$ cat config.mk
export PLATFORM = sky130hd
export DESIGN_NAME = line_drain_serializer
export DESIGN_NICKNAME = d
export VERILOG_FILES = /design/src/rtl/line_drain_serializer.sv
export SDC_FILE = /design/constraint.sdc
export NUM_CORES = 1
export LEC_CHECK = 0
export CORE_ASPECT_RATIO = 2
export CORE_UTILIZATION = 52
export DETAILED_ROUTE_END_ITERATION = 10
export GPL_ROUTABILITY_DRIVEN = 0
export PLACE_DENSITY = 0.9
export RECOVER_POWER = 25
export SLEW_MARGIN = 20
export SYNTH_ARGS = -nofsm -noshare
export SYNTH_HDL_FRONTEND = slang
export SYNTH_SLANG_ARGS = --single-unit
$ cat constraint.sdc
create_clock -name clk -period 4.6 [get_ports clk]
set_input_delay 0.92 -clock clk [delete_from_list [all_inputs] [get_ports clk]]
set_output_delay 0.92 -clock clk [all_outputs]
set_load 0.05 [all_outputs]
$ cat src/rtl/line_drain_serializer.sv
// rtl/line_drain_serializer.sv - pops cache lines from the async FIFO read side and emits them as LSB-first beats
// Optional LINE_DRAIN_PERF_EN adds saturating perf_lines / perf_stall counters.
module line_drain_serializer #(
  parameter int CASH_STR_WIDTH = 64,
  parameter int BEAT_WIDTH     = 16,
  localparam int BEATS         = CASH_STR_WIDTH / BEAT_WIDTH,
  localparam int BEAT_IDX_W    = $clog2(BEATS)
) (
  input  logic                      clk,
  input  logic                      reset,
  input  logic                      drain_en,
  input  logic                      fifo_empty,
  input  logic [CASH_STR_WIDTH-1:0] fifo_dout,
  output logic                      fifo_read,
  output logic                      mem_valid,
  input  logic                      mem_ready,
  output logic [BEAT_WIDTH-1:0]     mem_data,
  output logic [BEAT_IDX_W-1:0]     mem_beat,
  output logic                      mem_last,
  output logic                      busy
`ifdef LINE_DRAIN_PERF_EN
  ,
  output logic [15:0]               perf_lines,
  output logic [15:0]               perf_stall
`endif
);

  typedef enum logic [1:0] {
    IDLE = 2'd0,
    LOAD = 2'd1,
    SEND = 2'd2
  } state_t;

  state_t                    state_q;
  state_t                    state_d;
  logic [CASH_STR_WIDTH-1:0] line_buf;
  logic [BEAT_IDX_W-1:0]     beat_q;
  logic [BEAT_IDX_W-1:0]     beat_d;
  logic                      load_line;
  logic                      line_done;
  logic                      stall;
  logic [BEAT_WIDTH-1:0]     beat_words [BEATS];

  // Slice the held line into beats once so the output mux is a plain array lookup.
  for (genvar g = 0; g < BEATS; g++) begin : g_words
    assign beat_words[g] = line_buf[g*BEAT_WIDTH +: BEAT_WIDTH];
  end

  always_ff @(posedge clk or posedge reset) begin
    if (reset) begin
      state_q <= IDLE;
      beat_q  <= '0;
    end else begin
      state_q <= state_d;
      beat_q  <= beat_d;
    end
  end

  always_ff @(posedge clk or posedge reset) begin
    if (reset) begin
      line_buf <= '0;
    end else if (load_line) begin
      line_buf <= fifo_dout;
    end
  end

  always_comb begin
    state_d   = state_q;
    beat_d    = beat_q;
    fifo_read = 1'b0;
    mem_valid = 1'b0;
    mem_data  = '0;
    mem_last  = 1'b0;
    load_line = 1'b0;
    line_done = 1'b0;
    stall     = 1'b0;
    case (state_q)
      IDLE: begin
        // Reset is folded in so no pop strobe can leak out while reset is held.
        fifo_read = drain_en & ~fifo_empty & ~reset;
        if (fifo_read) begin
          state_d = LOAD;
        end
      end
      LOAD: begin
        load_line = 1'b1;
        beat_d    = '0;
        state_d   = SEND;
      end
      SEND: begin
        mem_valid = 1'b1;
        mem_data  = beat_words[beat_q];
        mem_last  = (beat_q == BEAT_IDX_W'(BEATS - 1));
        if (mem_ready) begin
          if (mem_last) begin
            beat_d    = '0;
            state_d   = IDLE;
            line_done = 1'b1;
          end else begin
            beat_d = beat_q + BEAT_IDX_W'(1);
          end
        end else begin
          stall = 1'b1;
        end
      end
      default: begin
        state_d = IDLE;
      end
    endcase
  end

  assign mem_beat = beat_q;
  assign busy     = (state_q != IDLE);

`ifdef LINE_DRAIN_PERF_EN
  always_ff @(posedge clk or posedge reset) begin
    if (reset) begin
      perf_lines <= '0;
      perf_stall <= '0;
    end else begin
      if (line_done && (perf_lines != 16'hFFFF)) begin
        perf_lines <= perf_lines + 16'd1;
      end
      if (stall && (perf_stall != 16'hFFFF)) begin
        perf_stall <= perf_stall + 16'd1;
      end
    end
  end
`else
  logic unused_perf;
  assign unused_perf = line_done ^ stall;
`endif

endmodule

# --- Yosys cells after proc, flatten, opt, wreduce, memory -nomap -nowiden ---
# Index checks and enable logic that the tools add are counted.
totals:
  word_cells: 36
  register_bits: 68
classes:
  mux: 15
  magnitude_cmp: 1
  reduce_logical: 5
  bitwise: 5
  n_eq_ne: 6
  add_sub_neg: 1
ops:
  columns: ["cell", "count"]
  rows:
  - ["two-way mux 16 bit", 3]
  - ["binary-select mux 16 bit (select 2 bit)", 1]
  - ["two-way mux 2 bit", 5]
  - ["inequality test 2 bit (second input constant)", 3]
  - ["one-hot mux 2 bit (3 select lines)", 1]
  - ["== test 2 bit (second input constant)", 2]
  - ["two-way mux 1 bit", 4]
  - ["one-hot mux 2 bit (2 select lines)", 1]
  - ["nonzero test 2 bit", 2]
  - [">= comparator 3 bit (second input constant)", 1]
  - ["inverter 2 -> 3 bit", 1]
  - ["AND reduction 3 bit", 1]
  - ["adder 2 x 1 -> 2 bit (second input constant)", 1]
  - ["bitwise AND 1 bit", 2]
  - ["== test 2 x 1 -> 1 bit (second input constant)", 1]
  - ["zero test 2 bit", 1]
  - ["inverter 1 bit", 2]
  - ["AND reduction 2 bit", 1]

# --- Logic depth before layout (Yosys ltp) ---
logic_depth:
  word_depth: 5
  ltp_mapped: 5
  mapped_depth_nobuf: 4

# --- Least setup slack after synthesis ---
# No wires, ideal clock.
synth_timing:
  path_type: "input to output"
  start: "input port fifo_empty"
  end: "output port fifo_read"
  arrival_ns: 2.577
  stages: 1
  path_slack_ns: 1.103
  required_time_ns: 3.680
  path_buffers: 0
  path_cell_list: "nor4b_1"
synth_between:
  elab_chain_cells: 4
synth_lines:
  columns: ["element", "line_no", "rtl"]
  rows:
  - ["start: declaration", "12", "input logic fifo_empty,"]
  - ["inverter 1 bit", "80", "fifo_read = drain_en & ~fifo_empty & ~reset;"]
  - ["bitwise AND 1 bit (2 in a row)", "80", null]
  - ["two-way mux 1 bit", "77", "case (state_q)"]
  - ["end: declaration", "14", "output logic fifo_read,"]
# Every way passes these cells.

# --- Worst setup path after layout ---
layout_timing:
  start: "input port reset"
  end: "output port fifo_read"
layout_between:
  elab_chain_cells: 3
layout_lines:
  columns: ["element", "line_no", "rtl"]
  rows:
  - ["start: declaration", "10", "input logic reset,"]
  - ["inverter 1 bit", "80", null]
  - ["bitwise AND 1 bit", "80", null]
  - ["two-way mux 1 bit", "77", null]
# Every way passes these cells.

==> out/results.ini <==
[route]
drc=0
vias_per_cell=5.27
first_iter_violations=99
drtAntennaViolNets=0
drtPass1Iterations=2
routed-via-count=2064
wl_per_cell_um=17.9
drt_wl_total_um=7030

[layout]
nets=372
final_core_util_pct=70.5
most-common-layout-cells=89 x clkdlybuf4s50_1, 67 x dfrtp_1, 32 x mux2_1, 32 x mux2i_1, 17 x mux2_4
nFillCells=448
layout_commonest_cell=clkdlybuf4s50_1
synthToLayoutAreaGrowth_pct=29.9
antennaDiodeCount=0
drive_gt1_share_pct=20.9

[power_and_ir_drop]
power.internal_mw=1.98
cellPowerDensity_nw_per_um2=696
peakVddDrop_mv=0.426
clkPwrFrac_pct=22.8
total_power_mw=3.09
power.switching_mw=1.11
p_comb_share_pct=40.6
p_seq_share_pct=36.6
p_leak_nw=1.86
p_sw_share_pct=35.9

[critical_path]
cp-end-kind=output pin
cp.required_ns=3.68
path_class=in -> out
rrSetupSlack_ns=2.09
startpoint_type=primary input
r2r_cells=3
critPathMaxFanout=3
cp.arrival_ns=2.76
rr_endpoint=line_buf[59]
worstReg2RegStart=state_q[0]

[clocking]
cts_tree=done
cts_hold_buf=0
cts_made_buffers=9
clock_path_buffers=2
root_buffer=clkbuf_16
path_clk_slew_ns=0.05
cts_resized=0
cts_max_level=3
postCtsSetupBuffers=0
clock_sinks=68
insertion_delay_ns=0.33

[outcome]
status=complete, but fails checks
violations=max-capacitance violations, max-slew violations

[yosys]
yosys.area.top_type=dfrtp_1
synth_compound_area_share_pct=5.85
syn_inst=213
synth-xor-area-share_pct=0
synth_area_leaders=dfrtp_1 50%, mux2_4 21%, mux2i_1 9.4%, mux2_2 4.9%, o22ai_2 3.7%
seq_area_frac_synth_pct=49.7
synthSimpleGateAreaFrac_pct=2.78
avgSynthCellArea_um2=16.1
synth_top_area_share_pct=49.7
yosysWarnings=0
syn-num-nets=283
synth_adder_area_share_pct=0.365
yosysUniqueCellTypes=25
syn_area_um2=3420
synthMuxAreaShare_pct=35.8
ys_ff_latch=68
synth_top_family_by_area=multiplexers

[worst_hold_path]
hold_end=line_buf[13]
hold_depth=1
min_path_type=reg -> reg
min-delay-start=line_buf[13]

[grt]
grt_antenna_before_repair=0
grt_pass1_wl_um=11100
grt_pass1_vias=2247
grt_start_max_net_pins=66
grt-ovfl-total=0
grtUsageTotal_pct=22.5

[floorplan]
initial_core_util_pct=54.3
core_area_um2=6310
rows=41
dieArea_um2=6930
die_w_um=59.4
die_h_um=117
io-pin-count=91

[sta]
timing.final.crit_share_pct=80.0
finalSetupViolations=0
rsz0062_at_grt=false
finalHoldViolCount=0
tightest_slew_ns=1.78
whs_ns=0.489
tns_ns=0
max_freq_ghz=0.272
skew_ns=0.00558
drv_slew=113
relSlewSlack_pct=-18.8
fin_crit_ns=3.68

[placement]
hpwl_um=4510
io_buffers=90

[flow_run]
drv_cap=2

synthesized netlist by cell type, drive strengths merged:
cell type,instances
a21o,2
and2,1
dfrtp,68
and2b,1
nor4b,3
nor2b,1
mux2i,32
inv,1
nand2,3
nand3,1
nand2b,1
mux2,64
or2,1
a22o,1
o22ai,16
a21oi,1
a32oi,1
buf,14
ha,1
through the flow:
step                      instances  instance area (um^2)  worst slack [ns]
after CTS                       392                  4570             0.984
after floorplan                 213                  3420              1.10
final                           392                  4450             0.921
after global placement          377                  4260              1.16
after global routing            392                  4450             0.858
after detailed placement        377                  4260              1.14
sequential cells by signal (all words and copies together), names as in the netlist:
register	flops
state_q	2
line_buf	64
mem_beat	2
cell type report:
class                      instances  area, um^2  area share (%)
tap                               86         108            2.42
timing repair buffer              92         913            20.5
inverter                           1        3.75          0.0844
clock inverter                     5        77.6            1.74
clock buffer                      10         229            5.15
multi-input combinational        130        1410            31.8
sequential                        68        1700            38.3
worst max-delay path, stage by stage:
cell,delay [ns]
dlygate4sd3_1,0.58
nor4b_1,0.38
clkdlybuf4s50_1,0.87
kinds of logic (layout without fill, tap and decap cells):
logic type,count (synthesis),count (layout)
multiplexers,96,96
flip-flops,68,68
AO/OA/AOI/OAI,21,21
buffers and inverters,15,108
AND/OR/NAND/NOR,12,12
adder cells (fa/ha/maj),1,1
worst max path at each step:
stage	start	end	slack, ns	depth (start not counted)
finish	reset	fifo_read	0.92	3
detailed placement	reset	fifo_read	1.14	3
global route	reset	fifo_read	0.86	3
global placement	reset	fifo_read	1.16	3
CTS	reset	fifo_read	0.98	3
floorplan	fifo_empty	fifo_read	1.10	1
metal layers:
metal  global-route usage (%)  part of all wire (%)  vias up
li1                         -                     -      963
met1                     26.2                    39     1031
met2                     38.1                    55       58
met3                     4.87                   3.3       12
met4                     11.3                   2.7        0
met5                        0                     0        -
power groups by stage:
| stage | clock network [mW] | registers (mW) | logic [mW] |
|---|---|---|---|
| after floorplan | 0 | 1.05 | 1.11 |
| after CTS | 0.724 | 1.14 | 1.38 |
| after detailed placement | 0 | 1.14 | 1.36 |
| after global placement | 0 | 1.11 | 1.33 |
| after global routing | 0.745 | 1.17 | 1.33 |
| final | 0.707 | 1.13 | 1.25 |
No activity file was read; power rests on OpenSTA's default activity.
